--- config.mk ---
export PLATFORM = sky130hd
export DESIGN_NAME = axi_qspi_queue_flat
export DESIGN_NICKNAME = d
export VERILOG_FILES = /design/src/rtl/qspi_queue_pkg.sv /design/src/rtl/axi_qspi_queue_if.sv /design/src/rtl/qspi_sync_fifo.sv /design/src/rtl/axi_qspi_queue.sv /design/src/flat_wrapper.sv
export SDC_FILE = /design/constraint.sdc
export NUM_CORES = 2
export LEC_CHECK = 0
export BUFFER_PORTS_ARGS = -buffer_cell sky130_fd_sc_hd__buf_4
export CAP_MARGIN = 20
export CORE_AREA = 2 2 444 446
export DETAILED_ROUTE_END_ITERATION = 10
export DIE_AREA = 0 0 446 448
export SLEW_MARGIN = 10
export SYNTH_ARGS = -nofsm -noshare
export SYNTH_HDL_FRONTEND = slang
export SYNTH_HIERARCHICAL = 1
export SYNTH_SLANG_ARGS = --single-unit
--- constraint.sdc ---
create_clock -name clk -period 24.1 [get_ports clk]
set_input_delay 2.41 -clock clk [delete_from_list [all_inputs] [get_ports clk]]
set_output_delay 2.41 -clock clk [all_outputs]
set_load 0.005 [all_outputs]
--- src/rtl/qspi_queue_pkg.sv ---
// Shared definitions for the AXI4-Lite QSPI command queue: register word
// indices, STATUS bit positions, AXI response codes, command-record field
// widths and the dispatcher state encoding.
package qspi_queue_pkg;

  // Register word indices (byte address = index * 4)
  localparam int IDX_CMD     = 0;
  localparam int IDX_BANKMAP = 1;
  localparam int IDX_ADDR    = 2;
  localparam int IDX_WDATA   = 3;   // first (most significant) payload word
  localparam int IDX_PUSH    = 8;
  localparam int IDX_RDATA   = 9;   // first (most significant) result word
  localparam int IDX_STATUS  = 16;
  localparam int IDX_CLEAR   = 17;

  // STATUS bit positions
  localparam int STAT_CMD_LSB = 0;
  localparam int STAT_RES_LSB = 8;
  localparam int STAT_BUSY    = 16;
  localparam int STAT_OVF     = 17;
  localparam int STAT_UDF     = 18;

  // AXI response codes
  localparam logic [1:0] RESP_OKAY   = 2'b00;
  localparam logic [1:0] RESP_SLVERR = 2'b10;
  localparam logic [1:0] RESP_DECERR = 2'b11;

  // Command-record field widths; the payload width is the RDW parameter
  localparam int CMD_W  = 8;
  localparam int BANK_W = 8;
  localparam int ADDR_W = 32;

  // Dispatcher states
  typedef enum logic [1:0] {
    S_IDLE   = 2'd0,
    S_LAUNCH = 2'd1,
    S_WAIT   = 2'd2,
    S_STORE  = 2'd3
  } dsp_state_e;

  // Width of one queued command record: {cmd, bankmap, addr, wdata}
  function automatic int rec_width(input int rdw);
    return CMD_W + BANK_W + ADDR_W + rdw;
  endfunction

endpackage

--- src/rtl/axi_qspi_queue_if.sv ---
// AXI4-Lite bus bundle for the QSPI command queue.
// Handshake: a transfer happens on a rising clk edge where VALID and READY
// are both 1; a source holds VALID and its payload stable until that edge
// and never waits for READY before raising VALID.
interface axi_qspi_queue_if #(parameter int AW = 8) ();
  logic [AW-1:0] awaddr;
  logic [2:0]    awprot;
  logic          awvalid;
  logic          awready;
  logic [31:0]   wdata;
  logic [3:0]    wstrb;
  logic          wvalid;
  logic          wready;
  logic [1:0]    bresp;
  logic          bvalid;
  logic          bready;
  logic [AW-1:0] araddr;
  logic [2:0]    arprot;
  logic          arvalid;
  logic          arready;
  logic [31:0]   rdata;
  logic [1:0]    rresp;
  logic          rvalid;
  logic          rready;

  modport slave (
    input  awaddr, awprot, awvalid, wdata, wstrb, wvalid, bready,
    input  araddr, arprot, arvalid, rready,
    output awready, wready, bresp, bvalid, arready, rdata, rresp, rvalid
  );

  modport master (
    output awaddr, awprot, awvalid, wdata, wstrb, wvalid, bready,
    output araddr, arprot, arvalid, rready,
    input  awready, wready, bresp, bvalid, arready, rdata, rresp, rvalid
  );
endinterface

--- src/rtl/qspi_sync_fifo.sv ---
// Synchronous FIFO with occupancy count and a single-cycle flush.
// Push while full and pop while empty are ignored; flush wins over both.
module qspi_sync_fifo #(
  parameter int WIDTH = 8,
  parameter int DEPTH = 8
) (
  input  logic                     clk,
  input  logic                     resetn,
  input  logic                     flush,
  input  logic                     push,
  input  logic [WIDTH-1:0]         wdata,
  input  logic                     pop,
  output logic [WIDTH-1:0]         rdata,
  output logic                     full,
  output logic                     empty,
  output logic [$clog2(DEPTH):0]   count
);
  localparam int PW = $clog2(DEPTH);

  logic [WIDTH-1:0] mem [DEPTH];
  logic [PW-1:0]    wr_ptr;
  logic [PW-1:0]    rd_ptr;
  logic [PW:0]      cnt;
  logic             do_push;
  logic             do_pop;

  assign full    = (cnt == (PW+1)'(DEPTH));
  assign empty   = (cnt == '0);
  assign count   = cnt;
  assign rdata   = mem[rd_ptr];
  assign do_push = push && !full;
  assign do_pop  = pop && !empty;

  // Pointer and occupancy bookkeeping; pointers wrap since DEPTH is a power of two
  always_ff @(posedge clk) begin
    if (!resetn || flush) begin
      wr_ptr <= '0;
      rd_ptr <= '0;
      cnt    <= '0;
    end else begin
      if (do_push) wr_ptr <= wr_ptr + PW'(1);
      if (do_pop)  rd_ptr <= rd_ptr + PW'(1);
      case ({do_push, do_pop})
        2'b10:   cnt <= cnt + (PW+1)'(1);
        2'b01:   cnt <= cnt - (PW+1)'(1);
        default: cnt <= cnt;
      endcase
    end
  end

  // Storage array; contents need no reset because the count gates every read
  always_ff @(posedge clk) begin
    if (do_push) mem[wr_ptr] <= wdata;
  end
endmodule

--- src/rtl/axi_qspi_queue.sv ---
// AXI4-Lite programmed QSPI command queue: staging registers build a command
// record, PUSH queues it, a four-state dispatcher launches commands on the
// QSPI engine and queues their read data for RDATA reads.
// Optional build macro AXI_QSPI_QUEUE_IRQ_EN adds a registered irq output.
module axi_qspi_queue
  import qspi_queue_pkg::*;
#(
  parameter int AW    = 8,
  parameter int DEPTH = 8,
  parameter int RDW   = 64
) (
  input  logic                clk,
  input  logic                resetn,
  axi_qspi_queue_if.slave     s_axi,
  output logic [CMD_W-1:0]    qspi_cmd,
  output logic [BANK_W-1:0]   qspi_bankmap,
  output logic [ADDR_W-1:0]   qspi_addr,
  output logic [RDW-1:0]      qspi_wdata,
  output logic                qspi_start,
  input  logic                qspi_idle,
  input  logic [RDW-1:0]      qspi_rdata,
  output dsp_state_e          dbg_state
`ifdef AXI_QSPI_QUEUE_IRQ_EN
  ,
  output logic                irq
`endif
);
  localparam int NW   = RDW / 32;
  localparam int RECW = rec_width(RDW);
  localparam int CW   = $clog2(DEPTH) + 1;

  // AXI channel state
  logic        wr_ready_q, bvalid_q, rd_ready_q, rvalid_q;
  logic [1:0]  bresp_q, rresp_q;
  logic [31:0] rdata_q;
  logic        wr_fire, rd_fire;
  logic [31:0] aw_idx, ar_idx;

  // Staging record and sticky flags
  logic [31:0] stg_cmd, stg_bank, stg_addr;
  logic [31:0] stg_wdata [NW];
  logic        ovf_q, udf_q;

  // Decode results
  logic [1:0]  wr_resp, rd_resp;
  logic        wr_hit, push_req, clear_req;
  logic        rd_hit, rd_pop, rd_udf;
  logic [31:0] rd_data, status_word;

  // FIFO and dispatcher signals
  logic [RECW-1:0] cmd_rec, cmd_head;
  logic [RDW-1:0]  res_head;
  logic            cmd_push, cmd_pop, cmd_full, cmd_empty;
  logic            res_push, res_pop, res_full, res_empty;
  logic [CW-1:0]   cmd_count, res_count;
  logic            clear_p;
  dsp_state_e      state, state_nx;
  logic            waited_q, discard_q;

  logic unused_bits;
  assign unused_bits = ^{s_axi.awprot, s_axi.arprot, s_axi.wstrb,
                         s_axi.awaddr[1:0], s_axi.araddr[1:0]};

  assign s_axi.awready = wr_ready_q;
  assign s_axi.wready  = wr_ready_q;
  assign s_axi.bvalid  = bvalid_q;
  assign s_axi.bresp   = bresp_q;
  assign s_axi.arready = rd_ready_q;
  assign s_axi.rvalid  = rvalid_q;
  assign s_axi.rresp   = rresp_q;
  assign s_axi.rdata   = rdata_q;

  assign wr_fire  = wr_ready_q && s_axi.awvalid && s_axi.wvalid;
  assign rd_fire  = rd_ready_q && s_axi.arvalid;
  assign aw_idx   = 32'(s_axi.awaddr[AW-1:2]);
  assign ar_idx   = 32'(s_axi.araddr[AW-1:2]);
  assign cmd_push = wr_fire && push_req;
  assign clear_p  = wr_fire && clear_req;
  assign res_pop  = rd_fire && rd_pop;

  assign status_word = {13'd0, udf_q, ovf_q, (state != S_IDLE),
                        8'(res_count), 8'(cmd_count)};

  // Write decode: response and side effects of the addressed register
  always_comb begin
    wr_resp   = RESP_OKAY;
    wr_hit    = 1'b0;
    push_req  = 1'b0;
    clear_req = 1'b0;
    if (aw_idx == IDX_CMD || aw_idx == IDX_BANKMAP || aw_idx == IDX_ADDR ||
        aw_idx == IDX_STATUS) begin
      wr_hit = 1'b1;
    end else if (aw_idx == IDX_PUSH) begin
      wr_hit = 1'b1;
      if (s_axi.wdata[0]) begin
        if (cmd_full) wr_resp  = RESP_SLVERR;
        else          push_req = 1'b1;
      end
    end else if (aw_idx == IDX_CLEAR) begin
      wr_hit    = 1'b1;
      clear_req = s_axi.wdata[0];
    end
    for (int k = 0; k < NW; k++) begin
      if (aw_idx == 32'(IDX_WDATA + k) || aw_idx == 32'(IDX_RDATA + k)) wr_hit = 1'b1;
    end
    if (!wr_hit) wr_resp = RESP_DECERR;
  end

  // Read decode: data, response, result pop and underflow detection
  always_comb begin
    rd_data = '0;
    rd_resp = RESP_OKAY;
    rd_hit  = 1'b0;
    rd_pop  = 1'b0;
    rd_udf  = 1'b0;
    if (ar_idx == IDX_CMD) begin
      rd_hit = 1'b1; rd_data = stg_cmd;
    end else if (ar_idx == IDX_BANKMAP) begin
      rd_hit = 1'b1; rd_data = stg_bank;
    end else if (ar_idx == IDX_ADDR) begin
      rd_hit = 1'b1; rd_data = stg_addr;
    end else if (ar_idx == IDX_STATUS) begin
      rd_hit = 1'b1; rd_data = status_word;
    end else if (ar_idx == IDX_PUSH || ar_idx == IDX_CLEAR) begin
      rd_hit = 1'b1;
    end
    for (int k = 0; k < NW; k++) begin
      if (ar_idx == 32'(IDX_WDATA + k)) begin
        rd_hit  = 1'b1;
        rd_data = stg_wdata[k];
      end
      if (ar_idx == 32'(IDX_RDATA + k)) begin
        rd_hit = 1'b1;
        if (res_empty) begin
          rd_resp = RESP_SLVERR;
          rd_udf  = (k == NW - 1);
        end else begin
          rd_data = res_head[RDW-1-32*k -: 32];
          rd_pop  = (k == NW - 1);
        end
      end
    end
    if (!rd_hit) rd_resp = RESP_DECERR;
  end

  // Write channel: single-cycle ready once AW and W are both offered, then B
  always_ff @(posedge clk) begin
    if (!resetn) begin
      wr_ready_q <= 1'b0;
      bvalid_q   <= 1'b0;
      bresp_q    <= RESP_OKAY;
    end else begin
      wr_ready_q <= !wr_ready_q && s_axi.awvalid && s_axi.wvalid && !bvalid_q;
      if (wr_fire) begin
        bvalid_q <= 1'b1;
        bresp_q  <= wr_resp;
      end else if (s_axi.bready) begin
        bvalid_q <= 1'b0;
      end
    end
  end

  // Read channel: single-cycle ready per AR, data registered into R
  always_ff @(posedge clk) begin
    if (!resetn) begin
      rd_ready_q <= 1'b0;
      rvalid_q   <= 1'b0;
      rresp_q    <= RESP_OKAY;
      rdata_q    <= '0;
    end else begin
      rd_ready_q <= !rd_ready_q && s_axi.arvalid && !rvalid_q;
      if (rd_fire) begin
        rvalid_q <= 1'b1;
        rresp_q  <= rd_resp;
        rdata_q  <= rd_data;
      end else if (s_axi.rready) begin
        rvalid_q <= 1'b0;
      end
    end
  end

  // Staging registers take the full 32-bit word regardless of WSTRB
  always_ff @(posedge clk) begin
    if (!resetn) begin
      stg_cmd  <= '0;
      stg_bank <= '0;
      stg_addr <= '0;
      for (int k = 0; k < NW; k++) stg_wdata[k] <= '0;
    end else if (wr_fire) begin
      if (aw_idx == IDX_CMD)     stg_cmd  <= s_axi.wdata;
      if (aw_idx == IDX_BANKMAP) stg_bank <= s_axi.wdata;
      if (aw_idx == IDX_ADDR)    stg_addr <= s_axi.wdata;
      for (int k = 0; k < NW; k++) begin
        if (aw_idx == 32'(IDX_WDATA + k)) stg_wdata[k] <= s_axi.wdata;
      end
    end
  end

  // Sticky error flags; CLEAR takes priority over a coincident set
  always_ff @(posedge clk) begin
    if (!resetn || clear_p) begin
      ovf_q <= 1'b0;
      udf_q <= 1'b0;
    end else begin
      if (wr_fire && wr_resp == RESP_SLVERR) ovf_q <= 1'b1;
      if (rd_fire && rd_udf)                 udf_q <= 1'b1;
    end
  end

  // Staging record flattened MS word first behind cmd/bankmap/addr
  always_comb begin
    cmd_rec = '0;
    cmd_rec[RECW-1 -: CMD_W]              = stg_cmd[CMD_W-1:0];
    cmd_rec[RECW-CMD_W-1 -: BANK_W]       = stg_bank[BANK_W-1:0];
    cmd_rec[RDW+ADDR_W-1 -: ADDR_W]       = stg_addr;
    for (int k = 0; k < NW; k++) cmd_rec[RDW-1-32*k -: 32] = stg_wdata[k];
  end

  qspi_sync_fifo #(.WIDTH(RECW), .DEPTH(DEPTH)) u_cmd_fifo (
    .clk(clk), .resetn(resetn), .flush(clear_p),
    .push(cmd_push), .wdata(cmd_rec), .pop(cmd_pop), .rdata(cmd_head),
    .full(cmd_full), .empty(cmd_empty), .count(cmd_count)
  );

  qspi_sync_fifo #(.WIDTH(RDW), .DEPTH(DEPTH)) u_res_fifo (
    .clk(clk), .resetn(resetn), .flush(clear_p),
    .push(res_push), .wdata(qspi_rdata), .pop(res_pop), .rdata(res_head),
    .full(res_full), .empty(res_empty), .count(res_count)
  );

  // Dispatcher next state; a launch is held off in the CLEAR cycle because
  // the head it would pop is being flushed
  always_comb begin
    state_nx = state;
    cmd_pop  = 1'b0;
    res_push = 1'b0;
    case (state)
      S_IDLE:   if (!cmd_empty && qspi_idle && !clear_p) state_nx = S_LAUNCH;
      S_LAUNCH: begin
        cmd_pop  = 1'b1;
        state_nx = S_WAIT;
      end
      S_WAIT:   if (waited_q && qspi_idle) state_nx = S_STORE;
      S_STORE: begin
        if (discard_q) begin
          state_nx = S_IDLE;
        end else if (!res_full) begin
          res_push = 1'b1;
          state_nx = S_IDLE;
        end
      end
      default:  state_nx = S_IDLE;
    endcase
  end

  // Dispatcher state, WAIT dwell marker and discard-after-CLEAR marker
  always_ff @(posedge clk) begin
    if (!resetn) begin
      state     <= S_IDLE;
      waited_q  <= 1'b0;
      discard_q <= 1'b0;
    end else begin
      state     <= state_nx;
      waited_q  <= (state == S_WAIT);
      discard_q <= (state_nx != S_IDLE) && (discard_q || (clear_p && state != S_IDLE));
    end
  end

  // QSPI launch outputs: fields captured on entry to LAUNCH and held until the next one
  always_ff @(posedge clk) begin
    if (!resetn) begin
      qspi_start   <= 1'b0;
      qspi_cmd     <= '0;
      qspi_bankmap <= '0;
      qspi_addr    <= '0;
      qspi_wdata   <= '0;
    end else begin
      qspi_start <= (state == S_IDLE) && (state_nx == S_LAUNCH);
      if (state == S_IDLE && state_nx == S_LAUNCH) begin
        qspi_cmd     <= cmd_head[RECW-1 -: CMD_W];
        qspi_bankmap <= cmd_head[RECW-CMD_W-1 -: BANK_W];
        qspi_addr    <= cmd_head[RDW+ADDR_W-1 -: ADDR_W];
        qspi_wdata   <= cmd_head[RDW-1:0];
      end
    end
  end

  assign dbg_state = state;

`ifdef AXI_QSPI_QUEUE_IRQ_EN
  // Interrupt level: results waiting or an overflow has been recorded
  always_ff @(posedge clk) begin
    if (!resetn) irq <= 1'b0;
    else         irq <= (res_count != '0) || ovf_q;
  end
`endif

endmodule

--- src/flat_wrapper.sv ---
// flat-port wrapper written by rule: the top's interface ports become plain ports
module axi_qspi_queue_flat import qspi_queue_pkg::*;
#(
  parameter int AW    = 8,
  parameter int DEPTH = 8,
  parameter int RDW   = 64
)
  (clk, resetn, qspi_cmd, qspi_bankmap, qspi_addr, qspi_wdata, qspi_start, qspi_idle, qspi_rdata, dbg_state, s_axi_awaddr, s_axi_awprot, s_axi_awvalid, s_axi_wdata, s_axi_wstrb, s_axi_wvalid, s_axi_bready, s_axi_araddr, s_axi_arprot, s_axi_arvalid, s_axi_rready, s_axi_awready, s_axi_wready, s_axi_bresp, s_axi_bvalid, s_axi_arready, s_axi_rdata, s_axi_rresp, s_axi_rvalid);
  axi_qspi_queue_if #(.AW(AW)) s_axi_i ();
  input  logic clk;
  input  logic resetn;
  output logic [CMD_W-1:0] qspi_cmd;
  output logic [BANK_W-1:0] qspi_bankmap;
  output logic [ADDR_W-1:0] qspi_addr;
  output logic [RDW-1:0] qspi_wdata;
  output logic qspi_start;
  input  logic qspi_idle;
  input  logic [RDW-1:0] qspi_rdata;
  output dsp_state_e dbg_state;
  input wire logic [$bits(s_axi_i.awaddr)-1:0] s_axi_awaddr;
  input wire logic [$bits(s_axi_i.awprot)-1:0] s_axi_awprot;
  input wire logic [$bits(s_axi_i.awvalid)-1:0] s_axi_awvalid;
  input wire logic [$bits(s_axi_i.wdata)-1:0] s_axi_wdata;
  input wire logic [$bits(s_axi_i.wstrb)-1:0] s_axi_wstrb;
  input wire logic [$bits(s_axi_i.wvalid)-1:0] s_axi_wvalid;
  input wire logic [$bits(s_axi_i.bready)-1:0] s_axi_bready;
  input wire logic [$bits(s_axi_i.araddr)-1:0] s_axi_araddr;
  input wire logic [$bits(s_axi_i.arprot)-1:0] s_axi_arprot;
  input wire logic [$bits(s_axi_i.arvalid)-1:0] s_axi_arvalid;
  input wire logic [$bits(s_axi_i.rready)-1:0] s_axi_rready;
  output wire logic [$bits(s_axi_i.awready)-1:0] s_axi_awready;
  output wire logic [$bits(s_axi_i.wready)-1:0] s_axi_wready;
  output wire logic [$bits(s_axi_i.bresp)-1:0] s_axi_bresp;
  output wire logic [$bits(s_axi_i.bvalid)-1:0] s_axi_bvalid;
  output wire logic [$bits(s_axi_i.arready)-1:0] s_axi_arready;
  output wire logic [$bits(s_axi_i.rdata)-1:0] s_axi_rdata;
  output wire logic [$bits(s_axi_i.rresp)-1:0] s_axi_rresp;
  output wire logic [$bits(s_axi_i.rvalid)-1:0] s_axi_rvalid;
  assign s_axi_i.awaddr = s_axi_awaddr;
  assign s_axi_i.awprot = s_axi_awprot;
  assign s_axi_i.awvalid = s_axi_awvalid;
  assign s_axi_i.wdata = s_axi_wdata;
  assign s_axi_i.wstrb = s_axi_wstrb;
  assign s_axi_i.wvalid = s_axi_wvalid;
  assign s_axi_i.bready = s_axi_bready;
  assign s_axi_i.araddr = s_axi_araddr;
  assign s_axi_i.arprot = s_axi_arprot;
  assign s_axi_i.arvalid = s_axi_arvalid;
  assign s_axi_i.rready = s_axi_rready;
  assign s_axi_awready = s_axi_i.awready;
  assign s_axi_wready = s_axi_i.wready;
  assign s_axi_bresp = s_axi_i.bresp;
  assign s_axi_bvalid = s_axi_i.bvalid;
  assign s_axi_arready = s_axi_i.arready;
  assign s_axi_rdata = s_axi_i.rdata;
  assign s_axi_rresp = s_axi_i.rresp;
  assign s_axi_rvalid = s_axi_i.rvalid;
  axi_qspi_queue #(.AW(AW), .DEPTH(DEPTH), .RDW(RDW)) u_core (.clk(clk), .resetn(resetn), .s_axi(s_axi_i), .qspi_cmd(qspi_cmd), .qspi_bankmap(qspi_bankmap), .qspi_addr(qspi_addr), .qspi_wdata(qspi_wdata), .qspi_start(qspi_start), .qspi_idle(qspi_idle), .qspi_rdata(qspi_rdata), .dbg_state(dbg_state));
endmodule
### Word-level counts from Yosys, hierarchy flattened

Memory sizes are Yosys's and may differ from the RTL's. A register that Yosys moved wholly into a read port is not among the register bits.
Cells that the tools add are included.

* flip-flop bits (word level): 163
* RAM bits: 1472
* input bits: 130
* output and inout port bits: 156
* memories: 3

* add/subtract/negate cells: 8
* eq/ne operators: 29
* mux-type cells: 77
* bitwise operators: 2
* reduce and logical (&&, ||, !) cells: 56

Memory list
* u_core.u_cmd_fifo.mem: words 8, width 112, rd ports 1, clocked after memory_dff 1, wr ports 1, line qspi_sync_fifo.sv:20 `logic [WIDTH-1:0] mem [DEPTH];`
* u_core.u_res_fifo.mem: words 8, width 64, rd ports 1, clocked after memory_dff 1, wr ports 1, line qspi_sync_fifo.sv:20
* u_core.stg_wdata: words 2, width 32, rd ports 2, clocked after memory_dff 0, wr ports 2, line axi_qspi_queue.sv:41 `logic [31:0] stg_wdata [NW];`

Operator list (count)
* 32-bit 2-to-1 mux: 11
* 32-bit zero test: 2
* 1-bit 2-to-1 mux: 46
* 6-bit by 4-bit == test with 1-bit output, second input constant: 6
* 2-bit 2-to-1 mux: 14
* 6-bit by 2-bit == test with 1-bit output, second input constant: 4
* 6-bit by 5-bit == test with 1-bit output, second input constant: 4
* 1-bit logical AND: 23
* 19-bit 2-to-1 mux: 1
* 4-bit one-hot mux with 2 select lines: 2
* 3-bit by 1-bit adder with 3-bit output, second input constant: 4
* 6-bit by 1-bit == test with 1-bit output, second input constant: 2
* 6-bit by 3-bit == test with 1-bit output, second input constant: 2
* 2-bit nonzero test: 6
* 1-bit zero test: 11
* 2-bit == test, second input constant: 5
* 4-bit by 1-bit adder with 4-bit output, second input constant: 2
* 2-bit by 1-bit == test with 1-bit output, second input constant: 4
* 4-bit == test, second input constant: 2
* 4-bit zero test: 2
* 1-bit logical OR: 8
* 2-bit one-hot mux with 4 select lines: 1
* 4-bit by 1-bit subtractor with 4-bit output, second input constant: 2
* 3-bit 2-to-1 mux: 2
* other kinds (3): 6

### Longest topological paths before layout

* depth in word-level cells: 12
* mapped depth: 13
* mapped depth without buffers: 11

### Cells and area by module

Netlist, hierarchy kept.

Modules (own cells, without submodules)
* qspi_sync_fifo at u_core.u_cmd_fifo: times used 1, cells each 1371, area an instance 34531.9 um^2, seq. area each 27166.1 um^2
* qspi_sync_fifo at u_core.u_res_fifo: times used 1, cells each 817, area an instance 19892.8 um^2, seq. area each 15635.0 um^2
* axi_qspi_queue: times used 1, cells each 1553, area an instance 13410.4 um^2, seq. area each 7026.7 um^2

### Worst setup path before layout

OpenSTA, ideal clock, no wires.

* path type: in2reg
* start: input s_axi_awaddr[3]
* end: memory u_core/u_cmd_fifo/mem[0][0] (netlist name), enable pin
* data arrival time: 14647 ps
* data required time: 23242 ps
* slack: 8595 ps
* stages on the path: 6
* path buffers: 1
* path through: buf_6 or3b_1 or4b_2 nor3_1 nand2_4 nor4_1

* cells in the longest elaborated chain, start to end: 9
* elaborated cells on any way between the ends: 14
* those cells by class: eq/ne (4); mux (4); reduce/logical (6)

RTL lines
* from (decl): line flat_wrapper.sv:20 `input wire logic [$bits(s_axi_i.awaddr)-1:0] s_axi_awaddr;`
* 32-bit zero test or 6-bit by 1-bit == test with 1-bit output (tied branches): line axi_qspi_queue.sv:90 `if (aw_idx == IDX_CMD || aw_idx == IDX_BANKMAP || aw_idx == IDX_ADDR ||`
* 1-bit logical OR (3 in a row): line axi_qspi_queue.sv:90
* 1-bit 2-to-1 mux *: line axi_qspi_queue.sv:90
* 1-bit logical AND *: line axi_qspi_queue.sv:77 `assign cmd_push = wr_fire && push_req;`
* named net u_core.cmd_push: line axi_qspi_queue.sv:53 `logic cmd_push, cmd_pop, cmd_full, cmd_empty;`
* 1-bit logical AND *: line qspi_sync_fifo.sv:31 `assign do_push = push && !full;`
* 1-bit 2-to-1 mux *: line qspi_sync_fifo.sv:53 `if (do_push) mem[wr_ptr] <= wdata;`
* 1-bit 2-to-1 mux (implied by the code) *: line qspi_sync_fifo.sv:53
* to (decl): line qspi_sync_fifo.sv:20

Mark *: on every way through the listed nets, which the timed path passes. The rest lies on a longest branch.

### Worst setup path in the final report

* start: input s_axi_wdata[0]
* end: memory u_core/u_cmd_fifo/mem[7][85] (netlist name), enable pin

* cells in the longest elaborated chain, start to end: 7

RTL lines
* from (decl): line flat_wrapper.sv:23 `input wire logic [$bits(s_axi_i.wdata)-1:0] s_axi_wdata;`
* 1-bit 2-to-1 mux: line axi_qspi_queue.sv:95 `if (s_axi.wdata[0]) begin`
* 1-bit 2-to-1 mux: line axi_qspi_queue.sv:93 `end else if (aw_idx == IDX_PUSH) begin`
* 1-bit 2-to-1 mux: line axi_qspi_queue.sv:90
* 1-bit logical AND: line axi_qspi_queue.sv:77
* named net u_core.cmd_push: line axi_qspi_queue.sv:53
* 1-bit logical AND: line qspi_sync_fifo.sv:31
* 1-bit 2-to-1 mux: line qspi_sync_fifo.sv:53
* 1-bit 2-to-1 mux (implied by the code): line qspi_sync_fifo.sv:53

The timed path passes the listed nets, and every way through them passes these cells.

==> flow_summary.rst <==
.. list-table::
   :header-rows: 1

   * - Metric
     - Value
   * - Critical hold path startpoint
     - u_core/s_axi.rvalid
   * - Area taken by multi-input logic gates
     - 16700 um2
   * - Startpoint type of the worst setup path
     - primary input
   * - Endpoint of the worst-slack reg-to-reg timing path
     - u_core/u_cmd_fifo/mem[7][85]
   * - Initial antenna violation count
     - 43
   * - Gate Count Post-Synth
     - 3741
   * - Sum Neg Setup Slack
     - 0 ps
   * - Maximum operating frequency
     - 158 MHz
   * - Via count of the routed design
     - 35900
   * - Routability-driven placement congestion ratio
     - 0.858
   * - Register bit count reported by yosys
     - 1753
   * - Total of buffers placed on input and output ports
     - 271
   * - RSZ-0062 raised after global routing
     - no
   * - Flip-flop cell with the highest count after synthesis
     - edfxtp_1
   * - Synth-to-Final Area Change
     - 15.7%
   * - Run status
     - finished, violations left
   * - CP Max Fanout
     - 49
   * - Count of cell types in the netlist
     - 65
   * - Largest net degree at the start of global routing
     - 144
   * - Core outline area
     - 195000 um2
   * - WP data arrival
     - 6750 ps
   * - Buffers inserted by post-CTS timing repair
     - 0
   * - GRT Residual Overflow
     - 0
   * - Clock Sinks
     - 1753
   * - Power per standard cell area
     - 77.7 nW/um2
   * - R2r setup slk
     - about 20000 ps
   * - Wire length of the first global-routing pass
     - 256000 um
   * - Vias in the first global route
     - 35200
   * - Setup CP Type
     - primary input to register
   * - Launch point of the worst reg-to-reg path
     - u_core/u_cmd_fifo/count[1]
   * - Synth area leader
     - edfxtp_1
   * - Number of enable-type register cells in the synthesized netlist
     - around 1500
   * - Number of buffers added by the clock tree synthesis step
     - between 150 and 200
   * - Synthesized cell area
     - 67800 um2
   * - Endpoint kind of the worst setup timing path
     - register
   * - Drt drc
     - 0
   * - Endpoint, Worst Hold
     - u_core/s_axi.arready
   * - Worst-skew pair later-pin latency
     - 840 ps
   * - Final slew viol count
     - 0
   * - Number of DRC markers in iteration 0
     - 3327
   * - Number of H-tree levels
     - 4
   * - Asr flop ratio synth
     - 0
   * - Max rail drop VDD
     - 0.0635 mV
   * - Post-Route Hold Slack
     - 451 ps
   * - Proportion of netlist area held by the largest area contributor
     - 0.652
   * - Synthesized Nets
     - 3881
   * - Worst slew margin relative to its limit
     - 0.230
   * - Pin slew with the least headroom to its limit
     - 1150 ps
   * - Top cells by area, synth
     - edfxtp_1 65%, mux4_2 12%, dfxtp_1 8.3%
   * - Number of detailed-route iterations in the first pass
     - 6
   * - Average size of a mapped cell
     - approximately 18 um2
   * - Reg clk slew, reported paths
     - about 60 ps
   * - Portion of the clock cycle consumed by the worst path in the final layout
     - 0.262
   * - Number of buffers between clock root and the deepest sink
     - 3
   * - Wire length reported by the detailed router
     - roughly 180000 um
   * - Routed wire per std cell
     - ~27 um
   * - Height of the die
     - 448 um
   * - Quantity of hold-fixing buffers added after cts
     - 0
   * - HPWL reported at the end of detailed placement
     - 110000 um
   * - Failing checks
     - antenna rules
   * - Sequential-to-total area share from yosys stat
     - 0.735
   * - Die area
     - 200000 um2
   * - CTS root buf
     - clkbuf_16
   * - Worst path required time
     - 24530 ps
   * - Ports placed on the boundary
     - 286
   * - Fraction of layout cells with a size suffix above 1
     - 0.287
   * - Sequential standard cell area
     - about 50000 um2
   * - Worst setup slack after layout
     - 17770 ps
   * - Number of setup violations in the final report
     - 0
   * - Fill cell instance count of the final layout
     - 17400
   * - Starting density of the core
     - 0.349
   * - Final period demand of the worst path
     - 6330 ps
   * - Cell count of the worst reg-to-reg path
     - 6
   * - Final hold violation count
     - 0
   * - Max Cap Violations
     - 0
   * - Clock tree from TritonCTS
     - yes
   * - Type of the most critical hold path
     - register to register
   * - Setup slack after placement
     - 16900 ps
   * - Drt via density
     - 5.33
   * - Final ANT Viol Nets
     - 1
   * - Resize count post-CTS
     - 0
   * - Number of nets in the layout
     - between 4000 and 5000
   * - Tot GR Track Use
     - 0.178
   * - WHS Path Cells
     - 1
   * - Worst-case clock skew
     - 49.3 ps
   * - Std cell rows
     - 162
   * - Syn. warnings
     - 6
   * - Pleak
     - 25.4 nW
   * - Width of the chip
     - 446 um
## cell usage after synthesis (all sizes together) (12+ instances only)
cell type and instances:
nand3 219, nand2 316, inv 16, nor2 40, a2111oi 21, nor3 55
a21o 20, clkbuf 149, nand2b 12, mux2 187, a31oi 23, a32oi 32
xor2 12, and2 35, o221ai 20, a21oi 95, edfxtp 1472, dfxtp 281
buf 110, and3 13, mux4 352, o21ai 166
## worst max-delay path by stage
stage,startpoint,end,slack (ps),cells past startpoint
final,s_axi_wdata[0],u_core/u_cmd_fifo/mem[7][85],17770,7
after floorplan,s_axi_awaddr[3],u_core/u_cmd_fifo/mem[0][0],8590,6
after detailed placement,s_axi_awaddr[3],u_core/u_cmd_fifo/mem[7][52],16900,7
after global routing,s_axi_awaddr[3],u_core/u_cmd_fifo/mem[7][85],17650,7
after CTS,s_axi_awaddr[3],u_core/u_cmd_fifo/mem[7][85],17780,7
after global placement,s_axi_awaddr[3],u_core/u_cmd_fifo/mem[7][52],16940,7
## where the power goes
part / internal, mW / total, mW / switching (mW)
clock network: 1.53 / 2.73 / 1.20
registers: 3.27 / 3.29 / 0.0179
logic: 0.0213 / 0.0741 / 0.0528
## cells in the final DEF (no fill, tap or decap), drive strengths merged, types with 21 or more instances in the layout
| cell type | netlist | layout |
|---|---|---|
| clkinv | 0 | 67 |
| nand3 | 219 | 219 |
| nor3 | 55 | 55 |
| a32oi | 32 | 32 |
| nand2 | 316 | 316 |
| mux4 | 352 | 352 |
| mux2 | 187 | 187 |
| and2 | 35 | 35 |
| a2111oi | 21 | 21 |
| a31oi | 23 | 23 |
| nor2 | 40 | 40 |
| o21ai | 166 | 166 |
| edfxtp | 1472 | 1472 |
| buf | 110 | 352 |
| a21oi | 95 | 95 |
| clkbuf | 149 | 248 |
| dfxtp | 281 | 281 |
| inv | 16 | 28 |
## state kept, by name, summed over array words and instances (netlist names), 32 cells and up, named ones only
name / count
u_core/u_cmd_fifo/mem: 896
u_core/u_res_fifo/mem: 512
u_core/qspi_wdata: 64
u_core/stg_wdata: 64
u_core/qspi_addr: 32
u_core/s_axi.rdata: 32
u_core/stg_addr: 32
u_core/stg_bank: 32
u_core/stg_cmd: 32
## routing by layer
layer,global-route usage,wire [um],vias up
met5,0,85,-
met4,0.0639,6660,14
met3,0.0361,12100,334
met2,0.297,89600,1294
met1,0.231,72800,18700
li1,-,-,15500
## critical path, stage by stage
cell and delay (ps):
buf_4 160, or3b_1 390, or4b_2 630, nor3_1 750, nand3_1 490, nor2_4 1010
buf_4 850
## cells by family (layout without fill, tap and decap cells)
family,count (synthesis),in the layout,share of synthesized area
AO/OA/AOI/OAI,414,414,0.0378
buffers and inverters,275,706,0.0214
AND/OR/NAND/NOR,730,730,0.0510
other,0,16,0
adder cells (fa/ha/maj),10,10,0.00184
flip-flops,1753,1753,0.735
multiplexers,544,544,0.152
XOR/XNOR,15,15,0.00194
## stage by stage
stage,area (um2),utilization,total power [mW],instances
CTS,78300,0.403,6.15,6709
global route,78400,0.403,6.27,6724
detailed placement,72500,0.373,3.43,6373
global placement,72500,0.373,3.42,6373
finish,78500,0.403,6.09,6730
floorplan,67800,-,3.37,3741
## layout make-up
class | instances | area share
sequential | 1753 | 0.635
inverter | 16 | 0.000797
clock inverter | 88 | 0.0105
multi-input combinational | 1713 | 0.213
clock buffer | 248 | 0.0638
timing repair buffer | 354 | 0.0352
antenna | 16 | 0.000510
tap | 2542 | 0.0405
No activity file was read; power rests on OpenSTA's default activity.
